==> config.mk <==
export PLATFORM = sky130hd
export DESIGN_NAME = s4ga_x
export DESIGN_NICKNAME = d
export VERILOG_FILES = /design/src/rtl/s4ga_pkg.sv /design/src/rtl/s4ga_seg_fsm.sv /design/src/rtl/s4ga_x.sv
export SDC_FILE = /design/constraint.sdc
export NUM_CORES = 1
export LEC_CHECK = 0
export CELL_PAD_IN_SITES_DETAIL_PLACEMENT = 0
export CELL_PAD_IN_SITES_GLOBAL_PLACEMENT = 1
export CORE_MARGIN = 4
export CORE_UTILIZATION = 39
export DETAILED_ROUTE_END_ITERATION = 16
export GPL_ROUTABILITY_DRIVEN = 0
export PLACE_DENSITY = 0.81
export SYNTH_ARGS = -nofsm -noshare
export SYNTH_HDL_FRONTEND = slang
export SYNTH_SLANG_ARGS = --single-unit
==> constraint.sdc <==
create_clock -name clk -period 1.6 [get_ports clk]
set_clock_uncertainty 0.1 [all_clocks]
set_input_delay 0.24 -clock clk [delete_from_list [all_inputs] [get_ports clk]]
set_output_delay 0.24 -clock clk [all_outputs]
set_load 0.01 [all_outputs]
==> src/rtl/s4ga_pkg.sv <==
// s4ga_pkg: shared types and derived-width helpers for the s4ga LUT evaluator.
//   seg_state_t  : config-stream FSM state (index fields vs. mask segments)
//   n_w_of       : LUT index width, wide enough for N LUTs plus NI primary inputs
//   idx_segs_of  : segments per index field
//   mask_segs_of : segments per LUT mask
//   k_w_of       : width of the per-LUT field counter (counts 0..K)
package s4ga_pkg;

  typedef enum logic {
    ST_IDX  = 1'b0,
    ST_MASK = 1'b1
  } seg_state_t;

  function automatic int n_w_of(input int n, input int ni);
    return $clog2(n + ni);
  endfunction

  function automatic int idx_segs_of(input int n_w, input int si_w);
    return (n_w + si_w - 1) / si_w;
  endfunction

  function automatic int mask_segs_of(input int k, input int si_w);
    return ((1 << k) + si_w - 1) / si_w;
  endfunction

  function automatic int k_w_of(input int k);
    return $clog2(k + 1);
  endfunction

endpackage

==> src/rtl/s4ga_seg_fsm.sv <==
// s4ga_seg_fsm: sequences the config stream of one LUT: K index fields of
// IDX_SEGS segments each, then MASK_SEGS mask segments.
//   clk, rst    : clock, synchronous active-high reset
//   si_valid    : segment qualifier
//   seg_accept  : a segment is consumed this cycle
//   idx_done    : final segment of an index field consumed this cycle
//   mask_done   : final mask segment consumed this cycle (LUT evaluates)
module s4ga_seg_fsm
  import s4ga_pkg::*;
#(
  parameter int K         = 4,
  parameter int IDX_SEGS  = 2,
  parameter int MASK_SEGS = 4
) (
  input  logic clk,
  input  logic rst,
  input  logic si_valid,
  output logic seg_accept,
  output logic idx_done,
  output logic mask_done
);

  localparam int K_W     = k_w_of(K);
  localparam int SEG_MAX = (IDX_SEGS > MASK_SEGS) ? IDX_SEGS : MASK_SEGS;
  localparam int SEG_W   = (SEG_MAX > 1) ? $clog2(SEG_MAX) : 1;

  seg_state_t       state_q, state_d;
  logic [SEG_W-1:0] seg_q, seg_d;
  logic [K_W-1:0]   k_q, k_d;

  always_ff @(posedge clk) begin
    if (rst) begin
      state_q <= ST_IDX;
      seg_q   <= '0;
      k_q     <= '0;
    end else begin
      state_q <= state_d;
      seg_q   <= seg_d;
      k_q     <= k_d;
    end
  end

  always_comb begin
    state_d    = state_q;
    seg_d      = seg_q;
    k_d        = k_q;
    idx_done   = 1'b0;
    mask_done  = 1'b0;
    seg_accept = si_valid;
    if (si_valid) begin
      case (state_q)
        ST_IDX: begin
          if (seg_q == SEG_W'(IDX_SEGS - 1)) begin
            seg_d    = '0;
            k_d      = k_q + 1'b1;
            idx_done = 1'b1;
            if (k_q == K_W'(K - 1)) state_d = ST_MASK;
          end else begin
            seg_d = seg_q + 1'b1;
          end
        end
        ST_MASK: begin
          if (seg_q == SEG_W'(MASK_SEGS - 1)) begin
            seg_d     = '0;
            k_d       = '0;
            mask_done = 1'b1;
            state_d   = ST_IDX;
          end else begin
            seg_d = seg_q + 1'b1;
          end
        end
        default: state_d = ST_IDX;
      endcase
    end
  end

endmodule

==> src/rtl/s4ga_x.sv <==
// s4ga_x: serial LUT evaluator. Each LUT arrives as a segmented config stream
// (K input indices, then a 2^K-bit truth mask); the result is shifted into a
// history register L, and at the end of each frame L is snapshotted into S.
//   clk, rst   : clock, synchronous active-high reset
//   si         : config segment, si_valid qualifies it
//   sync_mode  : 1 = LUT indices read the previous-frame snapshot S
//   ext_in     : primary inputs, addressed as indices N..N+NI-1
//   lut_out    : newest NO history bits, bit0 newest
//   lut_strobe : pulse, a LUT was evaluated
//   frame_done : pulse, LUT N-1 evaluated
//   frame_cnt  : completed frames, wrapping
module s4ga_x
  import s4ga_pkg::*;
#(
  parameter int N    = 16,
  parameter int K    = 4,
  parameter int SI_W = 4,
  parameter int NI   = 4,
  parameter int NO   = 8,
  parameter int FC_W = 8
) (
  input  logic            clk,
  input  logic            rst,
  input  logic [SI_W-1:0] si,
  input  logic            si_valid,
  input  logic            sync_mode,
  input  logic [NI-1:0]   ext_in,
  output logic [NO-1:0]   lut_out,
  output logic            lut_strobe,
  output logic            frame_done,
  output logic [FC_W-1:0] frame_cnt
);

  localparam int N_W       = n_w_of(N, NI);
  localparam int IDX_SEGS  = idx_segs_of(N_W, SI_W);
  localparam int MASK_SEGS = mask_segs_of(K, SI_W);
  localparam int M_BITS    = 1 << K;
  localparam int SH_W      = (N_W > M_BITS) ? N_W : M_BITS;
  localparam int NC_W      = $clog2(N);

  logic               seg_accept, idx_done, mask_done;
  logic [SH_W-1:0]    sh_q, sh_next;
  logic [N_W-1:0]     idx;
  logic [M_BITS-1:0]  mask;
  logic [N-1:0]       l_q, s_q, l_new;
  logic [K-1:0]       ins_q;
  logic [NC_W-1:0]    n_q;
  logic               in_bit, res;

  s4ga_seg_fsm #(
    .K        (K),
    .IDX_SEGS (IDX_SEGS),
    .MASK_SEGS(MASK_SEGS)
  ) u_fsm (
    .clk       (clk),
    .rst       (rst),
    .si_valid  (si_valid),
    .seg_accept(seg_accept),
    .idx_done  (idx_done),
    .mask_done (mask_done)
  );

  // One shared MSB-first assembler serves both field types: the final segment
  // of a field always lands in the low bits, so the low N_W / 2^K bits of the
  // shifted value are exactly that field regardless of older contents.
  assign sh_next = SH_W'({sh_q, si});
  assign idx     = sh_next[N_W-1:0];
  assign mask    = sh_next[M_BITS-1:0];

  // Index resolution: history/snapshot, then primary inputs, else constant 0.
  always_comb begin
    in_bit = 1'b0;
    for (int j = 0; j < N; j++)
      if (int'(idx) == j) in_bit = sync_mode ? s_q[j] : l_q[j];
    for (int j = 0; j < NI; j++)
      if (int'(idx) == N + j) in_bit = ext_in[j];
  end

  always_comb begin
    res = 1'b0;
    for (int j = 0; j < M_BITS; j++)
      if (int'(ins_q) == j) res = mask[j];
  end

  assign l_new = {l_q[N-2:0], res};

  always_ff @(posedge clk) begin
    if (rst) begin
      sh_q       <= '0;
      ins_q      <= '0;
      l_q        <= '0;
      s_q        <= '0;
      n_q        <= '0;
      lut_out    <= '0;
      lut_strobe <= 1'b0;
      frame_done <= 1'b0;
      frame_cnt  <= '0;
    end else begin
      lut_strobe <= 1'b0;
      frame_done <= 1'b0;
      if (seg_accept) sh_q <= sh_next;
      // First-resolved input ends up as the MSB of ins after K shifts.
      if (idx_done) ins_q <= K'({ins_q, in_bit});
      if (mask_done) begin
        l_q        <= l_new;
        lut_out    <= l_new[NO-1:0];
        lut_strobe <= 1'b1;
        if (n_q == NC_W'(N - 1)) begin
          n_q        <= '0;
          s_q        <= l_new;
          frame_done <= 1'b1;
          frame_cnt  <= frame_cnt + 1'b1;
        end else begin
          n_q <= n_q + 1'b1;
        end
      end
    end
  end

endmodule

==> results of run 1 <==
## routing by layer
metal | part of all wire, % | vias to the layer above
li1 | - | 1366
met3 | 2.6 | 14
met2 | 49 | 39
met4 | 2.3 | 0
met5 | 0 | -
met1 | 46 | 1272
## what timing repair did
action | CTS | global route
endpoints found under the setup margin | 38 | 26
buffers inserted | 0 | 3
pin swaps | 11 | 11
resized for setup | 34 | 9
## cell usage after synthesis, drive strengths merged
library cell / count / area share, %
a211o: 3 / 0.81
a211oi: 1 / 0.23
o211ai: 2 / 0.46
a22oi: 1 / 0.23
o31ai: 1 / 0.65
nand3b: 2 / 0.58
o22ai: 1 / 0.19
nor3b: 3 / 0.69
a32oi: 1 / 0.27
or3b: 1 / 0.27
nand2b: 1 / 0.19
inv: 6 / 0.69
mux4: 9 / 6.5
a31oi: 1 / 0.19
or3: 2 / 0.38
a21oi: 46 / 7.1
nor3: 4 / 0.61
dfxtp: 68 / 42
nor2: 32 / 3.7
nand3: 4 / 0.61
nor2b: 1 / 0.42
and3b: 1 / 0.27
mux2i: 22 / 6.8
nand2: 85 / 9.8
o21ai: 4 / 0.61
a2111oi: 1 / 0.46
clkinv: 1 / 0.12
and4: 1 / 0.27
nand4: 3 / 0.58
and3: 2 / 0.38
clkbuf: 12 / 1.5
xnor2: 5 / 1.3
o32ai: 1 / 0.50
ha: 7 / 2.7
buf: 24 / 5.3
o2111ai: 2 / 0.54
xor2: 4 / 1.1
mux2: 3 / 1.0
o31a: 1 / 0.27
## report_power, final
part           internal [µW]  switching, µW
logic                    141            135
registers               1710           14.0
clock network            720            684
total                   2570            834
## flip-flops by register name, summed over array words and instances, names as in the netlist
name and cells:
frame_done 1, u_fsm.state_q 1, n_q 4, lut_strobe 1, l_q 9, s_q 16
sh_q 12, u_fsm.seg_q 2, frame_cnt 8, u_fsm.k_q 3, lut_out 7, ins_q 4
## critical path, stage by stage, from the launching register on
cell and delay (ns):
dfxtp_4 0.40, mux4_2 0.51, mux4_2 0.51, nand2_1 0.08, a21oi_1 0.05
## worst max path at each step
| stage | from | end |
|---|---|---|
| CTS | ins_q[0] | lut_out[0] |
| finish | ins_q[0] | lut_out[0] |
| floorplan | ins_q[0] | lut_out[0] |
| global route | u_fsm.seg_q[0] | frame_cnt[7] |
| global placement | sync_mode | ins_q[0] |
| detailed placement | si[0] | ins_q[0] |
## final cells by class
class / count / area share [%]
multi-input combinational: 258 / 41.02
sequential: 68 / 33.32
timing repair buffer: 83 / 17.18
tap: 105 / 3.181
clock buffer: 10 / 3.090
clock inverter: 6 / 1.575
inverter: 7 / 0.6362
## per-stage QoR
stage | setup WS (ns) | TNS, ns | std cells | instance area [µm²] | util (%)
4_1_cts | -0.1795 | -0.5665 | 535 | 4081 | 49.92
3_3_place_gp | -0.5878 | -7.697 | 519 | 3882 | 47.49
6_report | -0.1746 | -0.5509 | 537 | 4130 | 50.52
5_1_grt | -0.2396 | -1.002 | 537 | 4130 | 50.52
2_1_floorplan | -0.1241 | -0.2608 | 369 | 3287 | -
3_5_place_dp | -0.5908 | -9.328 | 519 | 3882 | 47.49
## cells by family (layout without fill, tap and decap cells)
kind of cell,Yosys count,count (layout),share of synthesized area [%]
adders and majority gates,7,7,2.688
xor gates and xnor gates,9,9,2.419
DFF,68,68,41.78
muxes,34,34,14.25
AOI/OAI and AO/OA,66,66,12.48
and+or+nand+nor,142,142,18.74
buffers and inverters,43,106,7.642
==> qor.yml, run 1 <==
outcome: "complete, but fails checks"
violations: "setup timing"
p_leak_uw: 0.001658
total_power_uw: 3403
vias: 2691
r2r_start: "ins_q[0]"
rsz0062_at_grt: "yes"
final_cell_mix: "nand2_1, dfxtp_1, buf_4, a21oi_1, nor2_1"
port_buffers: 29
nets: 446
fmax_mhz: 563.5
required_ns: 1.73
grt_first_pass_wirelength_um: 12740
dr.pass1.iters: 5
core_area_um2: 8175
cts_root_buffer: "clkbuf_8"
avgSynthCellArea_um2: 8.830
htree_num_levels: 3
clkSinkCount: 68
cts_buffer_depth: 2
timing.rr.end: "lut_out[0]"
route.detailed.drc: 0
ys_types: 47
crit_path_start_kind: "flip-flop"
ant_nets: 0
yosys_warnings: 0
arrival_ns: 1.91
min_to: "sh_q[5]"
drt-vias-per-instance: 5.011
reg2reg_depth: 4
power_density_nw_per_um2: 824.0
path_max_fanout: 5
slew_headroom_pct: 81.20
final_common_cell: "nand2_1"
r2r_setup_slack_ns: -0.17
grt_busiest_layer: "met2"
syn_nets: 388
maxCapViolCount: 0
cts_buffers: 9
slew_viol_final: 0
multi_input_area_um2: 1694
ctsHoldBuffers: 0
regArea_um2: 1376
die_h_um: 99.40
rows: 33
use_met3_pct: 3.787
routedWlPerCell_um: 13.68
synth.cell_area_um2: 3258
track_usage_pct: 16.02
peakVddDrop_v: 0.0003008
tightest_slew_ns: 0.2742
wirelength_um: 7344
syn2layout_area_growth_pct: 26.77
hp-class: "primary input to flip-flop"
min_path_cells: 3
finalSetupViolCount: 4
whs_ns: 0.2797
drtIter0Drc: 113
clkLatencyLatePin_ns: 0.35
min_period_ns: 1.775
grt_use_met1_pct: 19.92
hpwl_um: 5150
timing.final.ws_setup_ns: -0.1746
endpoint_kind: "flip-flop"
worstHoldStart: "rst"
grt_max_degree: 51
synth_cells: 369
cts_tree: "yes"
ys_seq_area_share_pct: 41.78
hold_viol_final: 0
die_width_um: 99.40
grt-ovfl-total: 0
grt_pass1_vias: 2738
diodes: 0
clk_pin_slew_ns: 0.08
synth-seq-cells: 68
drive_gt1_share_pct: 24.54
start_util_pct: 39.85
grtUsageMet2_pct: 26.39
fillers: 765
grt_antenna_before_repair: 0
io_pins: 30
finalCritPeriodShare_pct: 110.9
path_class: "flip-flop to flip-flop"
die_area_um2: 9880
(Power assumes the default switching activity.)
==> run 2, diff against run 1 <==
--- a/config.mk
+++ b/config.mk
@@ -12,6 +12,7 @@
 export DETAILED_ROUTE_END_ITERATION = 16
 export GPL_ROUTABILITY_DRIVEN = 0
 export PLACE_DENSITY = 0.81
+export RECOVER_POWER = 25
 export SYNTH_ARGS = -nofsm -noshare
 export SYNTH_HDL_FRONTEND = slang
 export SYNTH_SLANG_ARGS = --single-unit
==> run 2 against run 1 <==
The run still ends with setup timing left. Global-route usage is the same. Via count shrank 0.30%. Critical path type unchanged. Non-clock buffer count is the same. Sequential power is essentially flat. Highest routed layer unchanged. Clock power is essentially flat. Worst hold slack is essentially flat. Fmax grew 0.19%. Design area shrank 0.15%. Flip-flop and latch count is the same.
==> qor.yml, run 2 (same netlist as run 1, synthesis figures left out) <==
outcome: "complete, but fails checks"
violations: "setup timing"
dr.pass1.iters: 4
grt_max_degree: 51
core_area_um2: 8175
rows: 33
cts_buffer_depth: 2
die_h_um: 99.40
grt_first_pass_wirelength_um: 12740
grt_pass1_vias: 2738
endpoint_kind: "flip-flop"
largest_register_ffs: 16
clkSinkCount: 68
path_common_cell: "mux4_2"
hp-class: "primary input to flip-flop"
drt-vias-per-instance: 4.996
grt-ovfl-total: 0
hold_viol_final: 0
syn2layout_area_growth_pct: 26.57
hpwl_um: 5150
path_max_fanout: 5
path_cells: "mux4_2 > mux4_2 > nand2_1 > a21oi_1"
die_width_um: 99.40
power_density_nw_per_um2: 825.2
vias: 2683
cts_tree: "yes"
maxCapViolCount: 0
clkLatencyLatePin_ns: 0.35
critical_path.max_stage_delay_ns: 0.51
path_class: "flip-flop to flip-flop"
io_pins: 30
die_area_um2: 9880
diodes: 0
htree_num_levels: 3
finalSetupViolCount: 5
min_period_ns: 1.771
route.detailed.drc: 0
grt_antenna_before_repair: 0
cp_num_buf_inv: 0
final_common_cell: "nand2_1"
p_leak_uw: 0.001654
crit_path_start_kind: "flip-flop"
routedWlPerCell_um: 13.69
tightest_slew_ns: 0.4436
slew_headroom_pct: 70.43
setup-tns-final_ns: -0.5495
rsz0062_at_grt: "yes"
track_usage_pct: 16.02
ant_nets: 0
drtIter0Drc: 107
drive_gt1_share_pct: 24.31
final_cell_mix: "nand2_1, dfxtp_1, buf_4, a21oi_1, nor2_1"
required_ns: 1.73
largest-register: "s_q"
finalCritPeriodShare_pct: 110.7
cts_buffers: 9
start_util_pct: 39.85
critPathSlowestCell: "mux4_2"
wirelength_um: 7350
nets: 446
slew_viol_final: 0
fmax_mhz: 564.6
cp_top_family: "multiplexers"
timing.final.ws_setup_ns: -0.1712
peakVddDrop_v: 0.0003019
port_buffers: 29
cts_root_buffer: "clkbuf_8"
largestRegisters: "s_q (16), sh_q (12), l_q (9)"
arrival_ns: 1.90
whs_ns: 0.2800
clk_pin_slew_ns: 0.08
==> run 2: cell count changes in the layout (fill, tap and decap cells not counted), sizes merged <==
cell    delta
buf        -3
clkbuf     +3
==> run 2: layout make-up <==
cell class	count	area (µm²)
Sequential cell	68	1376
Tap cell	105	131.4
Multi-Input combinational cell	258	1694
Timing Repair Buffer	83	703.2
Inverter	7	26.28
Clock inverter	6	65.06
Clock buffer	10	127.6
Fill cell	767	4051
==> run 2: per-layer routing <==
layer	vias up	global-route usage [%]	routed length [µm]
met1	1271	19.92	3378
met2	35	26.39	3621
met3	12	3.787	206
met5	-	0	0
li1	1365	-	-
met4	0	7.143	143
==> run 2: path summary, 6_finish.rpt <==
kind         cells past startpoint      from  slack [ns]          to
max                              4  ins_q[0]       -0.17  lut_out[0]
min reg2reg                      2    s_q[2]        0.35      s_q[2]
min                              3       rst        0.28     sh_q[5]
max reg2reg                      4  ins_q[0]       -0.17  lut_out[0]
==> run 2: per-stage QoR <==
stage / setup WS (ns) / cell area, µm² / total power [µW] / cells / utilization (%)
finish: -0.1712 / 4124 / 3403 / 537 / 50.44
global route: -0.2396 / 4124 / 3521 / 537 / 50.44
CTS: -0.1795 / 4081 / 3431 / 535 / 49.92
floorplan: -0.1241 / 3287 / 1930 / 369 / -
global placement: -0.5878 / 3882 / 2033 / 519 / 47.49
detailed placement: -0.5908 / 3882 / 2041 / 519 / 47.49
==> run 2: tightest hold or removal path, cell delays in order <==
cell and delay (ns):
buf_2 0.15, buf_12 0.19, nor2_1 0.11
==> run 2: where the power goes <==
group | switching, µW | internal [µW]
sequential | 14.1 | 1710
clock | 685 | 720
combinational | 136 | 139
==> run 2: what timing repair did <==
action                     4_1_cts  5_1_grt
hold buffers                     0        0
buffers inserted                 0        3
gates resized for setup         34        9
pin swaps                       11       11
setup endpoints to repair       38       26
==> run 3, diff against run 2 <==
--- a/config.mk
+++ b/config.mk
@@ -9,6 +9,7 @@
 export CELL_PAD_IN_SITES_GLOBAL_PLACEMENT = 1
 export CORE_MARGIN = 4
 export CORE_UTILIZATION = 39
+export CTS_CLUSTER_DIAMETER = 60
 export DETAILED_ROUTE_END_ITERATION = 16
 export GPL_ROUTABILITY_DRIVEN = 0
 export PLACE_DENSITY = 0.81
==> results of run 3 <==
Final layout, timing and power as in run 2 (identical DEF).
